===== src/rtl/div_pkg.sv =====
// ---------------------------------------------------------------------------
// div_pkg
// Shared types for the RV32M divide unit.
//   div_op_t    : operation select, equal to func3[1:0] of the OP/M instruction
//   div_state_t : divider sequencing states
// Helpers decode which operations are signed and which return the remainder.
// The multiplier keeps its own mul_ctrl encoding; nothing here touches it.
// ---------------------------------------------------------------------------
package div_pkg;

  typedef enum logic [1:0] {
    DIV  = 2'b00,
    DIVU = 2'b01,
    REM  = 2'b10,
    REMU = 2'b11
  } div_op_t;

  typedef enum logic [1:0] {
    IDLE = 2'b00,
    CALC = 2'b01,
    DONE = 2'b10
  } div_state_t;

  // func3[0] clear means a signed operation (DIV, REM)
  function automatic logic op_is_signed(input div_op_t op);
    logic [1:0] code;
    code = op;
    return ~code[0];
  endfunction

  // func3[1] set means the remainder is the architectural result
  function automatic logic op_wants_rem(input div_op_t op);
    logic [1:0] code;
    code = op;
    return code[1];
  endfunction

endpackage


===== src/rtl/div_step.sv =====
// ---------------------------------------------------------------------------
// div_step
// One combinational restoring-division iteration.
// Ports:
//   rem      in  DATA_WIDTH  partial remainder before this step
//   quo      in  DATA_WIDTH  dividend bits still to shift in / quotient so far
//   divisor  in  DATA_WIDTH  divisor magnitude
//   rem_next out DATA_WIDTH  partial remainder after this step
//   quo_next out DATA_WIDTH  quotient register after this step
// ---------------------------------------------------------------------------
import div_pkg::*;

module div_step #(
  parameter int DATA_WIDTH = 32
) (
  input  logic [DATA_WIDTH-1:0] rem,
  input  logic [DATA_WIDTH-1:0] quo,
  input  logic [DATA_WIDTH-1:0] divisor,
  output logic [DATA_WIDTH-1:0] rem_next,
  output logic [DATA_WIDTH-1:0] quo_next
);

  logic [DATA_WIDTH:0] shifted;
  logic [DATA_WIDTH:0] diff;
  logic                fits;

  // The shifted remainder needs one extra bit: rem < divisor on entry, so
  // 2*rem+1 can exceed DATA_WIDTH bits but always fits in DATA_WIDTH+1.
  always_comb begin
    shifted  = {rem, quo[DATA_WIDTH-1]};
    diff     = shifted - {1'b0, divisor};
    fits     = (shifted >= {1'b0, divisor});
    rem_next = fits ? diff[DATA_WIDTH-1:0] : shifted[DATA_WIDTH-1:0];
    quo_next = {quo[DATA_WIDTH-2:0], fits};
  end

endmodule


===== src/rtl/div.sv =====
// ---------------------------------------------------------------------------
// div
// Iterative radix-2 restoring divider for RV32M DIV/DIVU/REM/REMU.
// The core pulses start for one cycle, stalls while busy is high and takes
// result on the done pulse. Divide-by-zero and signed overflow finish in one
// cycle without iterating.
// Build option: define DIV_EARLY_OUT_EN to also finish in one cycle when the
// dividend magnitude is below a nonzero divisor magnitude (same results,
// shorter latency).
// Ports:
//   clk      in  1           clock, rising edge
//   rst_n    in  1           asynchronous active-low reset
//   start    in  1           launch request, sampled only in IDLE
//   a        in  DATA_WIDTH  dividend (rs1)
//   b        in  DATA_WIDTH  divisor (rs2)
//   div_ctrl in  2           func3[1:0]: 00 DIV, 01 DIVU, 10 REM, 11 REMU
//   busy     out 1           operation in flight (CALC and DONE)
//   done     out 1           one-cycle pulse, result valid in that cycle
//   result   out DATA_WIDTH  quotient or remainder, held until the next done
// ---------------------------------------------------------------------------
import div_pkg::*;

module div #(
  parameter int DATA_WIDTH = 32
) (
  input  logic                  clk,
  input  logic                  rst_n,
  input  logic                  start,
  input  logic [DATA_WIDTH-1:0] a,
  input  logic [DATA_WIDTH-1:0] b,
  input  logic [1:0]            div_ctrl,
  output logic                  busy,
  output logic                  done,
  output logic [DATA_WIDTH-1:0] result
);

  localparam int CNT_W = $clog2(DATA_WIDTH + 1);
  localparam logic [CNT_W-1:0]      CNT_LOAD = CNT_W'(DATA_WIDTH);
  localparam logic [CNT_W-1:0]      CNT_ONE  = CNT_W'(1);
  localparam logic [DATA_WIDTH-1:0] ONE      = DATA_WIDTH'(1);
  localparam logic [DATA_WIDTH-1:0] ALL_ONES = {DATA_WIDTH{1'b1}};
  localparam logic [DATA_WIDTH-1:0] MOST_NEG = {1'b1, {(DATA_WIDTH-1){1'b0}}};

  div_state_t state, state_next;

  logic [CNT_W-1:0]      count;
  logic [DATA_WIDTH-1:0] rem_q;
  logic [DATA_WIDTH-1:0] quo_q;
  logic [DATA_WIDTH-1:0] divisor_q;
  logic [DATA_WIDTH-1:0] result_q;
  logic                  neg_q;
  logic                  neg_r;
  div_op_t               op_q;

  div_op_t               op_in;
  logic                  signed_op;
  logic                  a_neg;
  logic                  b_neg;
  logic [DATA_WIDTH-1:0] a_mag;
  logic [DATA_WIDTH-1:0] b_mag;
  logic                  div_zero;
  logic                  overflow;
  logic                  early_out;
  logic                  special_case;

  logic [DATA_WIDTH-1:0] step_rem;
  logic [DATA_WIDTH-1:0] step_quo;
  logic [DATA_WIDTH-1:0] quo_fixed;
  logic [DATA_WIDTH-1:0] rem_fixed;
  logic [DATA_WIDTH-1:0] final_value;

  // Operand conditioning for an incoming request: magnitudes for the signed
  // ops and detection of the cases that bypass the iteration. The most
  // negative value keeps its own bit pattern as magnitude, which is correct
  // when read as unsigned.
  always_comb begin
    op_in     = div_op_t'(div_ctrl);
    signed_op = op_is_signed(op_in);
    a_neg     = signed_op & a[DATA_WIDTH-1];
    b_neg     = signed_op & b[DATA_WIDTH-1];
    a_mag     = a_neg ? (~a + ONE) : a;
    b_mag     = b_neg ? (~b + ONE) : b;
    div_zero  = (b == '0);
    overflow  = signed_op & (a == MOST_NEG) & (b == ALL_ONES);
`ifdef DIV_EARLY_OUT_EN
    early_out = (b != '0) & (a_mag < b_mag);
`else
    early_out = 1'b0;
`endif
    special_case = div_zero | overflow | early_out;
  end

  div_step #(
    .DATA_WIDTH (DATA_WIDTH)
  ) u_step (
    .rem      (rem_q),
    .quo      (quo_q),
    .divisor  (divisor_q),
    .rem_next (step_rem),
    .quo_next (step_quo)
  );

  // Sign fix-up and result selection. Bypass cases load their final values
  // with both negate flags cleared, so they pass through unchanged.
  always_comb begin
    quo_fixed   = neg_q ? (~quo_q + ONE) : quo_q;
    rem_fixed   = neg_r ? (~rem_q + ONE) : rem_q;
    final_value = op_wants_rem(op_q) ? rem_fixed : quo_fixed;
  end

  // State register.
  always_ff @(posedge clk or negedge rst_n) begin
    if (!rst_n) begin
      state <= IDLE;
    end else begin
      state <= state_next;
    end
  end

  // Next-state and control outputs. Busy stays high through the DONE cycle
  // so the core never issues a start that would be dropped there.
  always_comb begin
    state_next = state;
    busy       = 1'b0;
    done       = 1'b0;
    result     = result_q;
    case (state)
      IDLE: begin
        if (start) begin
          state_next = special_case ? DONE : CALC;
        end
      end
      CALC: begin
        busy = 1'b1;
        if (count == CNT_ONE) begin
          state_next = DONE;
        end
      end
      DONE: begin
        busy       = 1'b1;
        done       = 1'b1;
        result     = final_value;
        state_next = IDLE;
      end
      default: begin
        state_next = IDLE;
      end
    endcase
  end

  // Datapath registers. An accepted start captures everything the operation
  // needs, so later changes on a/b/div_ctrl cannot disturb it. Bypass cases
  // preload quotient/remainder with their architectural answers.
  always_ff @(posedge clk or negedge rst_n) begin
    if (!rst_n) begin
      count     <= '0;
      rem_q     <= '0;
      quo_q     <= '0;
      divisor_q <= '0;
      result_q  <= '0;
      neg_q     <= 1'b0;
      neg_r     <= 1'b0;
      op_q      <= DIV;
    end else begin
      case (state)
        IDLE: begin
          if (start) begin
            op_q      <= op_in;
            count     <= CNT_LOAD;
            divisor_q <= b_mag;
            if (div_zero) begin
              quo_q <= ALL_ONES;
              rem_q <= a;
              neg_q <= 1'b0;
              neg_r <= 1'b0;
            end else if (overflow) begin
              quo_q <= a;
              rem_q <= '0;
              neg_q <= 1'b0;
              neg_r <= 1'b0;
            end else if (early_out) begin
              quo_q <= '0;
              rem_q <= a;
              neg_q <= 1'b0;
              neg_r <= 1'b0;
            end else begin
              quo_q <= a_mag;
              rem_q <= '0;
              neg_q <= a_neg ^ b_neg;
              neg_r <= a_neg;
            end
          end
        end
        CALC: begin
          rem_q <= step_rem;
          quo_q <= step_quo;
          count <= count - CNT_ONE;
        end
        DONE: begin
          result_q <= final_value;
        end
        default: begin
          count <= '0;
        end
      endcase
    end
  end

endmodule


===== config.mk =====
export PLATFORM = sky130hd
export DESIGN_NAME = div
export DESIGN_NICKNAME = d
export VERILOG_FILES = /design/src/rtl/div_pkg.sv /design/src/rtl/div_step.sv /design/src/rtl/div.sv
export SDC_FILE = /design/constraint.sdc
export NUM_CORES = 1
export LEC_CHECK = 0
export CAP_MARGIN = 40
export CORE_UTILIZATION = 26
export DETAILED_ROUTE_END_ITERATION = 8
export DONT_BUFFER_PORTS = 1
export SLEW_MARGIN = 20
export SYNTH_ARGS = -nofsm -noshare
export SYNTH_HDL_FRONTEND = slang
export SYNTH_SLANG_ARGS = --single-unit

===== constraint.sdc =====
create_clock -name clk -period 10 [get_ports clk]
set_input_delay 1 -clock clk [delete_from_list [all_inputs] [get_ports clk]]
set_output_delay 1 -clock clk [all_outputs]
set_load 0.01 [all_outputs]

# Word-level counts from Yosys, hierarchy flattened

Cells that the tools add are included.
Widths: inputs -> output; s select.

Bits of input ports: 69
Register bits: 140
Memory bits (writable): 0
Bits in read-only memories: 0
Output and inout bits: 34
Memories: 0
Bits in latches: 0

Reductions and logical operators: 8
Bitwise operators: 12
Div/mod/pow operators: 0
Muxes and demuxes: 26
Eq/ne operators: 7
Add/sub/neg operators: 6
Shift-type cells: 0
$lt $le $gt $ge: 1
Multiply operators: 0

Operators by type and width:

| operator              | count |
|---|---|
| $mux 32               | 12 |
| $add 32x1->32 const B | 4 |
| $not 32->32           | 4 |
| $pmux 32 s2           | 2 |
| $eq 32x32->1 const B  | 2 |
| $ge 33x32->1          | 1 |
| $logic_not 32->1      | 1 |
| $sub 32x32->32        | 1 |
| $pmux 6 s3            | 1 |
| $reduce_and 2->1      | 4 |
| $eq 6x1->1 const B    | 1 |
| $mux 1                | 6 |
| $mux 2                | 3 |
| $mux 6                | 1 |
| $sub 6x1->6 const B   | 1 |
| $and 1x1->1           | 4 |
| $ne 2x2->1 const B    | 2 |
| $pmux 2 s2            | 1 |
| $eq 2x1->1 const B    | 1 |
| $eq 2x2->1 const B    | 1 |
| $logic_not 2->1       | 1 |
| $not 1->1             | 2 |
| $reduce_bool 2->1     | 1 |
| $reduce_or 2->1       | 1 |
| other kinds (2)       | 2 |

# Logic depth before layout (Yosys ltp)

Depth after elaboration: 7
Gate-level depth with buffers: 14
Depth with buffers taken out: 13

# By module

Synthesis repeated with hierarchy kept, for this count alone.

Cells, all modules: 1373
Area, all modules: 11506.0 µm²

By module, submodules not included:

| module   | cells an instance | instances | area an instance (µm²) | sequential area each (µm²) |
|---|---|---|---|---|
| div      | 1018              | 1         | 8934.8                 | 3478.3 |
| div_step | 355               | 1         | 2571.2                 | 0.0 |

# Least setup slack after synthesis

Ideal clock, no wire load.

Kind: register -> output
Start point: register quo_q[16]
End point: output result[29]
Buffers on the path: 0
Stages on the path, launching flop included: 10
Required time: 9.000 ns
Slack: 6.225 ns
Arrival time: 2.775 ns
Cell sequence: dfrtp_1 -> or4_4 -> or3_4 -> or4_4 -> or2_4 -> o41ai_2 -> xor2_1 -> nor2_1 -> a21oi_1 -> a21oi_1

Longest elaborated chain between the ends: 5

RTL lines:

| what                   | line       | source |
|---|---|---|
| from (decl)            | div.sv:48  | `logic [DATA_WIDTH-1:0] quo_q;` |
| from (signal assigned) | div.sv:187 | `quo_q <= a_mag;` |
| from (signal assigned) | div.sv:196 | `quo_q <= step_quo;` |
| $not 32->32            | div.sv:106 | `quo_fixed = neg_q ? (~quo_q + ONE) : quo_q;` |
| $add 32x1->32          | div.sv:106 |  |
| $mux 32                | div.sv:106 |  |
| $mux 32                | div.sv:108 | `final_value = op_wants_rem(op_q) ? rem_fixed : quo_fixed;` |
| $mux 32                | div.sv:127 | `case (state)` |
| to (decl)              | div.sv:34  | `output logic [DATA_WIDTH-1:0] result` |

Every way passes these cells.

# Worst setup path after layout

Start point: register rem_q[8]
End point: output result[26]

Longest elaborated chain between the ends: 5

RTL lines:

| what                   | line       | source |
|---|---|---|
| from (decl)            | div.sv:47  | `logic [DATA_WIDTH-1:0] rem_q;` |
| from (signal assigned) | div.sv:195 | `rem_q <= step_rem;` |
| $not 32->32            | div.sv:107 | `rem_fixed = neg_r ? (~rem_q + ONE) : rem_q;` |
| $add 32x1->32          | div.sv:107 |  |
| $mux 32                | div.sv:107 |  |
| $mux 32                | div.sv:108 |  |
| $mux 32                | div.sv:127 |  |

Every way passes these cells.

==> summary.md <==
| Metric | Value |
|---|---|
| Status | finished clean |
| CP endpoint kind | output pin |
| Crit-path cells | nor4_2 -> nand4_1 -> or4_1 -> or4_1 -> o31ai_2 -> nand2_1 -> xor2_1 -> a21oi_1 -> mux2i_1 |
| Number of hold buffers added after cts | 0 |
| # diodes | 0 |
| Core footprint | 42230 um^2 |
| CTS Buf Count | 17 |
| CP peak stage delay | about 0.60 ns |
| Final instance area | approximately 12000 um^2 |
| Post-synthesis sequential area ratio | a little under a third |
| Crit path depth | 9 |
| Period utilization | roughly 46% |
| Post-DP Area | approximately 12000 um^2 |
| Initial DRC count | around 910 |
| GR Overflow Total | 0 |
| Top delay family on crit path | simple AND/OR/NAND/NOR gates |
| CP max stage cell | or4_1 |
| Synth Cell Area | 11190 um^2 |
| Most frequent cell after synthesis | nand2_1 |
| First-pass GRT wire length | just under 60000 um |
| IO Port Bufs | 0 |
| Pwr Density | slightly below 400 nW/um^2 |
| Yosys warns | 0 |
| Clk slew on worst S/H paths | 0.07 ns |
| Hold WC Path Type | input port to asynchronous set/reset pin |
| R2r setup slk | 6.06 ns |
| WL final | 36770 um |
| Synth Flop Type | dfrtp_1 |
| Switching power total | ~2.4 mW |
| Crit path buf inv count | 0 |
| CP Launch Type | register |
| Clock sink total | 139 |
| Setup TNS | 0 ns |
| Post-layout min period | between 4 and 5 ns |
| CP arrival | about 3.7 ns |
| Skew-Pair Late Insertion Delay | 0.44 ns |
| Slew Viols, Final | 0 |
| Die area | around 44000 um^2 |
| Layout cell share with drive strength beyond 1 | about 6.9% |
| P_int | between 2 and 2.5 mW |
| CP max FO | 6 |
| Max Cap Viol | 0 |
| Reg power frac | about a quarter |
| Largest net degree at the start of global routing | 140 |
| DRT antenna net count | 0 |
| Most used cell, CP | or4_1 |
| Largest area contributor in the synthesized netlist | dfrtp_1 |
| Number of global-route vias before repair | approximately 9900 |
| GP Congestion | between 0.8 and 0.9 |
| Mean Syn Cell Area | 7.952 um^2 |
| Fmax | roughly 0.22 GHz |
| Avg WL per Cell | around 19 um |
| Clock Tree Root | clkbuf_16 |
| Area grow syn2layout | 10.36% |
| Leak pwr | 4.854 nW |
| H-Tree Depth | 4 |
| Sw frac | 50.37% |
| Worst vdd ir | about 150 uV |
| Yosys cell types | 79 |
| Initial Utilization | 26.49% |
| FP Rows | 75 |
| PostCTS Resize Cnt | 0 |
| Longest Clk Path Bufs | 2 |
| RSZ-0062 raised after global routing | no |
| Number of synthesized flops with an enable pin | 0 |
| Post-synth top area share | 31.09% |
| DR vias | 10280 |
| Gate count of the mapped netlist | 1407 |
| Worst EP required | roughly 9.0 ns |
| Worst Tran Pin Value | between 0.7 and 0.8 ns |
| Ports | 103 |
| Post-CTS setup buffers | 0 |
| Slew Limit Headroom | between 40% and 50% |
| Fillers | between 4000 and 5000 |
| Final hold slack | around 0.26 ns |
| Antenna violations before repair | 0 |
| Average vias per placed instance | 5.362 |
| HPWL after DPL | 28240 um |
| Height of the die | 209.4 um |
| Post-synthesis register bit count | around 140 |
| Async SR Flop Fraction | 100.0% |
| DRC errors left | 0 |
| Net count, final | between 1000 and 1500 |
| Final Util | just under 30% |
| Setup CP Type | register to output pin |
| Final setup viols | 0 |
| Main area contributors after synthesis | dfrtp_1, o21ai_0, xnor2_1, a21oi_1, nand2_1 |
| Chip Width | around 210 um |
| Router iterations before antenna repair | 5 |
| Commonest cells in the netlist | nand2_1, o21ai_0, dfrtp_1 |
| R2R depth | 11 |
| Syn_nets | ~1500 |
| Total Routing Usage GR | 16.92% |
| Clock power frac | about 14% |
| CTS tree | built |
| Gate power share | around 62% |
| Hold Violations, Final | 0 |
| Final Skew | between 0.01 and 0.015 ns |
## state kept, by name, summed over array words and instances (netlist names), 2 cells and up
name       flops
rem_q         32
divisor_q     32
quo_q         32
count          6
state          2
result_q      32
## per-stage QoR
stage / total power [mW] / std cells / worst slack [ns]
2_1_floorplan: 3.307 / 1407 / 6.225
3_3_place_gp: 4.040 / 1877 / 5.740
3_5_place_dp: 4.087 / 1883 / 5.762
4_1_cts: 4.765 / 1915 / 5.289
5_1_grt: 5.195 / 1917 / 5.120
6_report: 4.785 / 1917 / 5.354
## power groups by stage
| stage | logic [mW] | registers [mW] | clock network [mW] |
|---|---|---|---|
| after global routing | 3.29 | 1.22 | 0.685 |
| after CTS | 2.92 | 1.18 | 0.665 |
| after global placement | 2.82 | 1.22 | 0 |
| after floorplan | 2.27 | 1.04 | 0 |
| after detailed placement | 2.90 | 1.19 | 0 |
| final | 2.94 | 1.19 | 0.653 |
## per-layer routing
metal | routed length, um | track usage (%)
met2 | 15510 | 24.90
met1 | 17700 | 24.11
met5 | 0 | 0
met4 | 799 | 5.071
met3 | 2755 | 4.280
## area by class of cell
| type | instances | area (um^2) | area share, % |
|---|---|---|---|
| Multi-Input combinational cell | 1111 | 7136 | 57.79 |
| Sequential cell | 139 | 3480 | 28.18 |
| Tap cell | 539 | 674.4 | 5.462 |
| Clock buffer | 20 | 446.7 | 3.618 |
| Inverter | 78 | 292.8 | 2.371 |
| Timing Repair Buffer | 18 | 168.9 | 1.368 |
| Clock inverter | 12 | 148.9 | 1.206 |
## cells in the final DEF (no fill, tap or decap), drive strengths merged, types with 41 or more instances in the layout
cell,count
xor2,67
xnor2,70
nor2,84
ha,42
dfrtp,139
nand2,160
inv,78
a21oi,121
or3,41
o21ai,159
## worst paths after layout
check,end,startpoint
min reg2reg,divisor_q[10],divisor_q[10]
max reg2reg,rem_q[30],rem_q[23]
min,quo_q[9],rst_n
max in group asynchronous,rem_q[13],rst_n
max,result[26],rem_q[8]
min in group clk,divisor_q[10],divisor_q[10]
## cell families (layout without fill, tap and decap cells)
family | Yosys count | after routing | share of synthesized area (%)
AND/OR/NAND/NOR | 454 | 454 | 20.42
AO/OA/AOI/OAI | 447 | 447 | 24.52
buffers and inverters | 157 | 128 | 5.435
flip-flops | 139 | 139 | 31.09
XOR/XNOR | 137 | 137 | 10.72
adder cells (fa/ha/maj) | 43 | 43 | 4.876
multiplexers | 30 | 30 | 2.930
No activity file was read; power rests on OpenSTA's default activity.
